==> src/rtl/spwm_ctrl_pkg.sv <==
// Shared definitions for the sine-PWM run/fault sequencer.
//
// Contents:
//   state_e    - sequencer state encoding (IDLE/ARM/RUN/FAULT)
//   dir_e      - carrier slope direction used by the event detector
//   ONE        - +1.0 in Q4.28
//   MINUS_ONE  - -1.0 in Q4.28
//   UPD_VALLEY - apply buffered references at carrier valleys only
//   UPD_BOTH   - apply buffered references at valleys and peaks
package spwm_ctrl_pkg;

  typedef enum logic [1:0] {
    ST_IDLE  = 2'd0,
    ST_ARM   = 2'd1,
    ST_RUN   = 2'd2,
    ST_FAULT = 2'd3
  } state_e;

  typedef enum logic {
    DIR_DOWN = 1'b0,
    DIR_UP   = 1'b1
  } dir_e;

  localparam logic signed [31:0] ONE       = 32'sh1000_0000;
  localparam logic signed [31:0] MINUS_ONE = 32'shF000_0000;

  localparam int UPD_VALLEY = 0;
  localparam int UPD_BOTH   = 1;

endpackage

==> src/rtl/spwm_evt_det.sv <==
// Carrier reversal detector.
//
// Tracks the previous carrier sample and the current slope direction and
// flags the sample at which the triangle turns around. Usable by any block
// that must act synchronously with the carrier.
//
// Ports:
//   clk_i      in   system clock
//   rst_i      in   asynchronous active-high reset
//   carrier_i  in   signed triangle carrier sample (N bits)
//   valley_o   out  carrier started rising after falling (combinational)
//   peak_o     out  carrier started falling after rising (combinational)
module spwm_evt_det
  import spwm_ctrl_pkg::*;
#(
  parameter int N = 32
) (
  input  logic                clk_i,
  input  logic                rst_i,
  input  logic signed [N-1:0] carrier_i,
  output logic                valley_o,
  output logic                peak_o
);

  logic signed [N-1:0] prev_c_q;
  dir_e                dir_q;
  dir_e                dir_d;
  logic                rising;
  logic                falling;

  // A flat sample (equal to the previous one) keeps the old direction so a
  // stalled carrier never produces a spurious reversal.
  always_comb begin
    rising  = carrier_i > prev_c_q;
    falling = carrier_i < prev_c_q;
    dir_d   = dir_q;
    if (rising) begin
      dir_d = DIR_UP;
    end else if (falling) begin
      dir_d = DIR_DOWN;
    end
  end

  assign valley_o = (dir_q == DIR_DOWN) && rising;
  assign peak_o   = (dir_q == DIR_UP) && falling;

  always_ff @(posedge clk_i or posedge rst_i) begin
    if (rst_i) begin
      prev_c_q <= '0;
      dir_q    <= DIR_UP;
    end else begin
      prev_c_q <= carrier_i;
      dir_q    <= dir_d;
    end
  end

endmodule

==> src/rtl/spwm_ctrl.sv <==
// Run/fault sequencer and reference scheduler for the three-phase sine-PWM
// modulator.
//
// New phase references and a modulation index are accepted through a
// valid/ready handshake into a one-deep shadow buffer, and copied to the
// active outputs only at carrier reversal points so the comparators never
// see a change in the middle of a carrier half period. The block also owns
// the bridge gate enable and the latched fault state.
//
// Ports:
//   clk_i        in   system clock
//   res_i        in   asynchronous active-high reset
//   en_i         in   run request
//   fault_i      in   bridge fault (level)
//   carrier_i    in   signed triangle carrier (N bits)
//   x_in_i       in   new phase x reference (N bits)
//   y_in_i       in   new phase y reference (N bits)
//   z_in_i       in   new phase z reference (N bits)
//   m_in_i       in   new modulation index (N bits)
//   ref_valid_i  in   reference set valid
//   ref_ready_o  out  shadow buffer free
//   x_o/y_o/z_o  out  active phase references (N bits each)
//   m_out_o      out  active modulation index (N bits)
//   gate_en_o    out  bridge gate enable (registered)
//   upd_o        out  one-cycle pulse after a transfer
//   underrun_o   out  saturating count of update points with nothing pending
//   state_o      out  sequencer state (0 IDLE, 1 ARM, 2 RUN, 3 FAULT)
module spwm_ctrl
  import spwm_ctrl_pkg::*;
#(
  parameter int                  N         = 32,
  parameter int                  Q         = 28,
  // Both defaults equal 1.0 in the chosen fixed-point format.
  parameter logic signed [N-1:0] LIMIT     = N'(64'sd1 <<< Q),
  parameter logic signed [N-1:0] M_DEFAULT = N'(64'sd1 <<< Q),
  parameter int                  UPD_MODE  = UPD_VALLEY
) (
  input  logic                clk_i,
  input  logic                res_i,
  input  logic                en_i,
  input  logic                fault_i,
  input  logic signed [N-1:0] carrier_i,
  input  logic signed [N-1:0] x_in_i,
  input  logic signed [N-1:0] y_in_i,
  input  logic signed [N-1:0] z_in_i,
  input  logic signed [N-1:0] m_in_i,
  input  logic                ref_valid_i,
  output logic                ref_ready_o,
  output logic signed [N-1:0] x_o,
  output logic signed [N-1:0] y_o,
  output logic signed [N-1:0] z_o,
  output logic signed [N-1:0] m_out_o,
  output logic                gate_en_o,
  output logic                upd_o,
  output logic [15:0]         underrun_o,
  output logic [1:0]          state_o
);

  // Saturate a reference to [-LIMIT, +LIMIT].
  function automatic logic signed [N-1:0] sat(input logic signed [N-1:0] v);
    logic signed [N-1:0] r;
    r = v;
    if (v > LIMIT) begin
      r = LIMIT;
    end else if (v < -LIMIT) begin
      r = -LIMIT;
    end
    return r;
  endfunction

  state_e              state_q, state_d;
  logic                pend_v_q, pend_v_d;
  logic signed [N-1:0] px_q, px_d;
  logic signed [N-1:0] py_q, py_d;
  logic signed [N-1:0] pz_q, pz_d;
  logic signed [N-1:0] pm_q, pm_d;
  logic signed [N-1:0] x_q, x_d;
  logic signed [N-1:0] y_q, y_d;
  logic signed [N-1:0] z_q, z_d;
  logic signed [N-1:0] m_q, m_d;
  logic                gate_en_q, gate_en_d;
  logic                upd_q, upd_d;
  logic [15:0]         underrun_q, underrun_d;

  logic valley;
  logic peak;
  logic evt;
  logic accept;
  logic xfer;
  logic under_inc;

  spwm_evt_det #(
    .N(N)
  ) u_evt_det (
    .clk_i     (clk_i),
    .rst_i     (res_i),
    .carrier_i (carrier_i),
    .valley_o  (valley),
    .peak_o    (peak)
  );

  assign evt = (UPD_MODE == UPD_BOTH) ? (valley | peak) : valley;

  // Ready is low while a set is pending, so acceptance and transfer can
  // never happen on the same edge.
  assign ref_ready_o = !pend_v_q;
  assign accept      = ref_valid_i && !pend_v_q;

  // Sequencer next state. A fault input overrides every other condition;
  // once in FAULT the state is held until both fault and en are low. A
  // dropped run request takes precedence over an update point.
  always_comb begin
    state_d   = state_q;
    xfer      = 1'b0;
    under_inc = 1'b0;
    if (fault_i) begin
      state_d = ST_FAULT;
    end else begin
      case (state_q)
        ST_IDLE: begin
          if (en_i) begin
            state_d = ST_ARM;
          end
        end
        ST_ARM: begin
          if (!en_i) begin
            state_d = ST_IDLE;
          end else if (evt && pend_v_q) begin
            xfer    = 1'b1;
            state_d = ST_RUN;
          end
        end
        ST_RUN: begin
          if (!en_i) begin
            state_d = ST_IDLE;
          end else if (evt) begin
            if (pend_v_q) begin
              xfer = 1'b1;
            end else begin
              under_inc = 1'b1;
            end
          end
        end
        ST_FAULT: begin
          if (!en_i) begin
            state_d = ST_IDLE;
          end
        end
        default: state_d = ST_IDLE;
      endcase
    end
  end

  // Shadow buffer. The fault input flushes it; a set offered during the
  // same cycle is discarded because the bridge is being shut down.
  always_comb begin
    pend_v_d = pend_v_q;
    px_d     = px_q;
    py_d     = py_q;
    pz_d     = pz_q;
    pm_d     = pm_q;
    if (fault_i) begin
      pend_v_d = 1'b0;
    end else if (accept) begin
      pend_v_d = 1'b1;
      px_d     = sat(x_in_i);
      py_d     = sat(y_in_i);
      pz_d     = sat(z_in_i);
      pm_d     = m_in_i;
    end else if (xfer) begin
      pend_v_d = 1'b0;
    end
  end

  // Active outputs are derived from the next state so the gate enable and
  // the zeroed references change on the same edge as the state itself.
  // The modulation index is never cleared; it keeps its last value outside
  // RUN.
  always_comb begin
    x_d        = x_q;
    y_d        = y_q;
    z_d        = z_q;
    m_d        = m_q;
    gate_en_d  = (state_d == ST_RUN);
    upd_d      = xfer;
    underrun_d = underrun_q;
    if ((state_d == ST_IDLE) || (state_d == ST_FAULT)) begin
      x_d = '0;
      y_d = '0;
      z_d = '0;
    end else if (xfer) begin
      x_d = px_q;
      y_d = py_q;
      z_d = pz_q;
      m_d = pm_q;
    end
    if (under_inc && (underrun_q != 16'hFFFF)) begin
      underrun_d = underrun_q + 16'd1;
    end
  end

  always_ff @(posedge clk_i or posedge res_i) begin
    if (res_i) begin
      state_q    <= ST_IDLE;
      pend_v_q   <= 1'b0;
      px_q       <= '0;
      py_q       <= '0;
      pz_q       <= '0;
      pm_q       <= '0;
      x_q        <= '0;
      y_q        <= '0;
      z_q        <= '0;
      m_q        <= M_DEFAULT;
      gate_en_q  <= 1'b0;
      upd_q      <= 1'b0;
      underrun_q <= '0;
    end else begin
      state_q    <= state_d;
      pend_v_q   <= pend_v_d;
      px_q       <= px_d;
      py_q       <= py_d;
      pz_q       <= pz_d;
      pm_q       <= pm_d;
      x_q        <= x_d;
      y_q        <= y_d;
      z_q        <= z_d;
      m_q        <= m_d;
      gate_en_q  <= gate_en_d;
      upd_q      <= upd_d;
      underrun_q <= underrun_d;
    end
  end

  assign x_o        = x_q;
  assign y_o        = y_q;
  assign z_o        = z_q;
  assign m_out_o    = m_q;
  assign gate_en_o  = gate_en_q;
  assign upd_o      = upd_q;
  assign underrun_o = underrun_q;
  assign state_o    = state_q;

endmodule
==> config.mk <==
export PLATFORM = sky130hd
export DESIGN_NAME = spwm_ctrl
export DESIGN_NICKNAME = d
export VERILOG_FILES = /design/src/rtl/spwm_ctrl_pkg.sv /design/src/rtl/spwm_evt_det.sv /design/src/rtl/spwm_ctrl.sv
export SDC_FILE = /design/constraint.sdc
export NUM_CORES = 1
export LEC_CHECK = 0
export ABC_AREA = 1
export CORE_ASPECT_RATIO = 0.9
export CORE_MARGIN = 3
export CORE_UTILIZATION = 40
export CTS_CLUSTER_SIZE = 14
export DETAILED_ROUTE_END_ITERATION = 12
export GPL_ROUTABILITY_DRIVEN = 0
export PLACE_DENSITY = 0.71
export SLEW_MARGIN = 20
export SYNTH_ARGS = -nofsm -noshare
export SYNTH_HDL_FRONTEND = slang
export SYNTH_HIERARCHICAL = 1
export SYNTH_SLANG_ARGS = --single-unit
export TNS_END_PERCENT = 1
==> constraint.sdc <==
create_clock -name clk_i -period 9.3 [get_ports clk_i]
set_input_delay 1.86 -clock clk_i [delete_from_list [all_inputs] [get_ports clk_i]]
set_output_delay 1.86 -clock clk_i [all_outputs]
set_load 0.05 [all_outputs]
==> out/metrics.yaml <==
critical_path:
  r2r_cells: 19
  crit_path_max_fanout: 68
  slowest_delay_ns: 0.56
  critPathLaunchType: "input port"
  path_cells: "clkdlybuf4s50_1 -> ha_1 -> nand2_1 -> nor2_1 -> nand2_2 -> nor3b_2 -> nand2_1 -> nand3_1 -> nand2_1 -> nor2_1 -> nand2_1 -> o21ai_0 -> nor2_1 -> nor3_1 -> ha_1 -> nor2_4 -> buf_4 -> inv_2 -> o21ai_0"
  worstSetupPathType: "input port to register"
  crit_slowest_cell: "buf_4"
  critical_path_required_ns: 9.70
  cpMostUsedCell: "nand2_1"
  critPathCaptureType: "register"
  crit_arrival_ns: 6.13
layout:
  area_growth_pct: 34.6
  final_nets: 2132
  drive_gt1_share_pct: 4.56
routing:
  routed_wl_um: 37400
  wl_per_cell_um: 15.6
  ant_nets: 0
  dr_total_vias: 11600
  drt-pass1-iter-count: 5
  drt_iter0_drc: 654
  drc: 0
  viasPerCell: 4.82
floorplan:
  die_w_um: 200
  ios: 314
  die_y_um: 181
  die_area_sq_mm: 0.0363
  fp.coreArea_sq_mm: 0.0333
  rows: 63
  start_util_pct: 40.9
synthesis:
  synth_nets: 1843
  synth_cells: 1637
  synth_area_sq_mm: 0.0136
  ys.warnings.count: 6
  syn_avg_cell_area_sq_um: 8.32
placed_design:
  dp_hpwl_um: 25100
  dp_slack_ns: 3.20
  port_buffers: 313
power:
  finalPower_w: 0.00351
  powerDensity_mw_per_mm2: 192
  vdd_drop_max_mv: 0.0988
  p_leak_nw: 9.59
sta:
  fin_crit_ns: 5.73
  setup_tns_ns: 0
  fin_crit_sh_pct: 61.6
  fin_ws_ns: 3.57
  max_freq_ghz: 0.175
  tightest_slew_ns: 1.09
  slew-limit-headroom_pct: 27.0
  rsz0062_at_grt: "false"
  skew_ns: 0.0102
  drv_slew: 0
  finalSetupViolCount: 0
  hold_violations: 0
worst_hold_path:
  hold_path_depth: 2
  hp-class: "register to register"
clocking:
  post_cts_buffers: 0
  numClockSinks: 310
  cts_root_buf: "clkbuf_16"
  htreeDepth: 2
  post_cts_resized: 0
  path_clk_slew_ns: 0.06
  tritoncts: "done"
  cts_made_buffers: 35
  clkLatencyLatePin_ns: 0.51
  postCtsHoldBufs: 0
  cts_buffer_depth: 3
global_routing:
  overflow: 0
  grtUsageTotal_pct: 20.2
  grt_first_pass_wirelength_um: 60300
  grt_pass1_vias: 11400
  grt_max_degree: 147
  antenna_found_initial: 1
outcome:
  status: "completed"
run:
  drv_cap: 0
[routing by layer]
metal	part of all wire, %	vias to the layer above	track usage (%)
li1	-	5644	-
met1	45	5533	27.7
met2	46	380	32.6
met3	7.6	54	5.06
met4	2.0	0	4.83
met5	0	-	0
[worst paths after layout]
path	slack, ns	startpoint	to
worst max-delay path	3.57	carrier_i[27]	z_o[29]
worst min-delay path	0.47	py_q[27]	y_o[27]
worst max register to register	5.04	u_evt_det/prev_c_q[27]	z_o[29]
worst min register to register	0.47	py_q[27]	y_o[27]
max in group asynchronous	5.89	res_i	z_o[4]
min in group asynchronous	1.72	res_i	u_evt_det/prev_c_q[24]
[cells in the final DEF (no fill, tap or decap), types with 4 or more instances in the layout]
cell,n
clkbuf_1,7
nor2_1,73
xnor2_1,7
buf_4,9
o21ai_0,16
nand3_1,193
nor3_1,7
clkbuf_16,37
inv_2,4
clkdlybuf4s50_1,313
clkinv_2,5
bufinv_16,4
dfrtp_1,308
ha_1,41
clkbuf_8,7
nand4_1,10
a21oi_1,20
inv_1,142
nand2_1,715
[critical path, delay by kind of cell]
family                     cells  cell delay [ns]
AOI/OAI and AO/OA              2             0.54
adders and majority gates      2             0.65
buffers and inverters          3             1.48
and+or+nand+nor               12             1.54
[area by class of cell]
type                    instances  area, sq um
diodes                          1         2.50
well taps                     455          569
clock inverters                11          164
flip-flops and latches        310         7760
repair buffers                324         3230
fillers                      2976        14900
clock buffers                  51         1050
multi-input cells            1107         5000
inverters                     148          561
[power by group]
| group | switching [W] | leakage (nW) | internal (W) | total, W |
|---|---|---|---|---|
| clock network | 0.000543 | 0.592 | 0.000894 | 0.00144 |
| registers | 0.0000668 | 4.12 | 0.00147 | 0.00153 |
| logic | 0.000347 | 4.88 | 0.000194 | 0.000541 |
[metrics by stage]
stage | util [%] | hold WS (ns) | instances | instance area (sq um)
after CTS | 55.1 | 0.466 | 2406 | 18300
final | 55.1 | 0.466 | 2407 | 18300
after floorplan | - | 0.442 | 1637 | 13600
after detailed placement | 51.4 | 0.451 | 2344 | 17100
after global placement | 51.4 | 0.450 | 2344 | 17100
after global routing | 55.1 | 0.480 | 2407 | 18300
[sequential cells by signal, summed over array words and instances, names as in the netlist, 2 cells and up]
name,flops
x_o,32
pz_q,32
y_o,32
pm_q,32
m_out_o,32
z_o,32
py_q,32
u_evt_det/prev_c_q,32
underrun_o,16
state_o,2
px_q,32
Power figures use the tool's default switching activity.
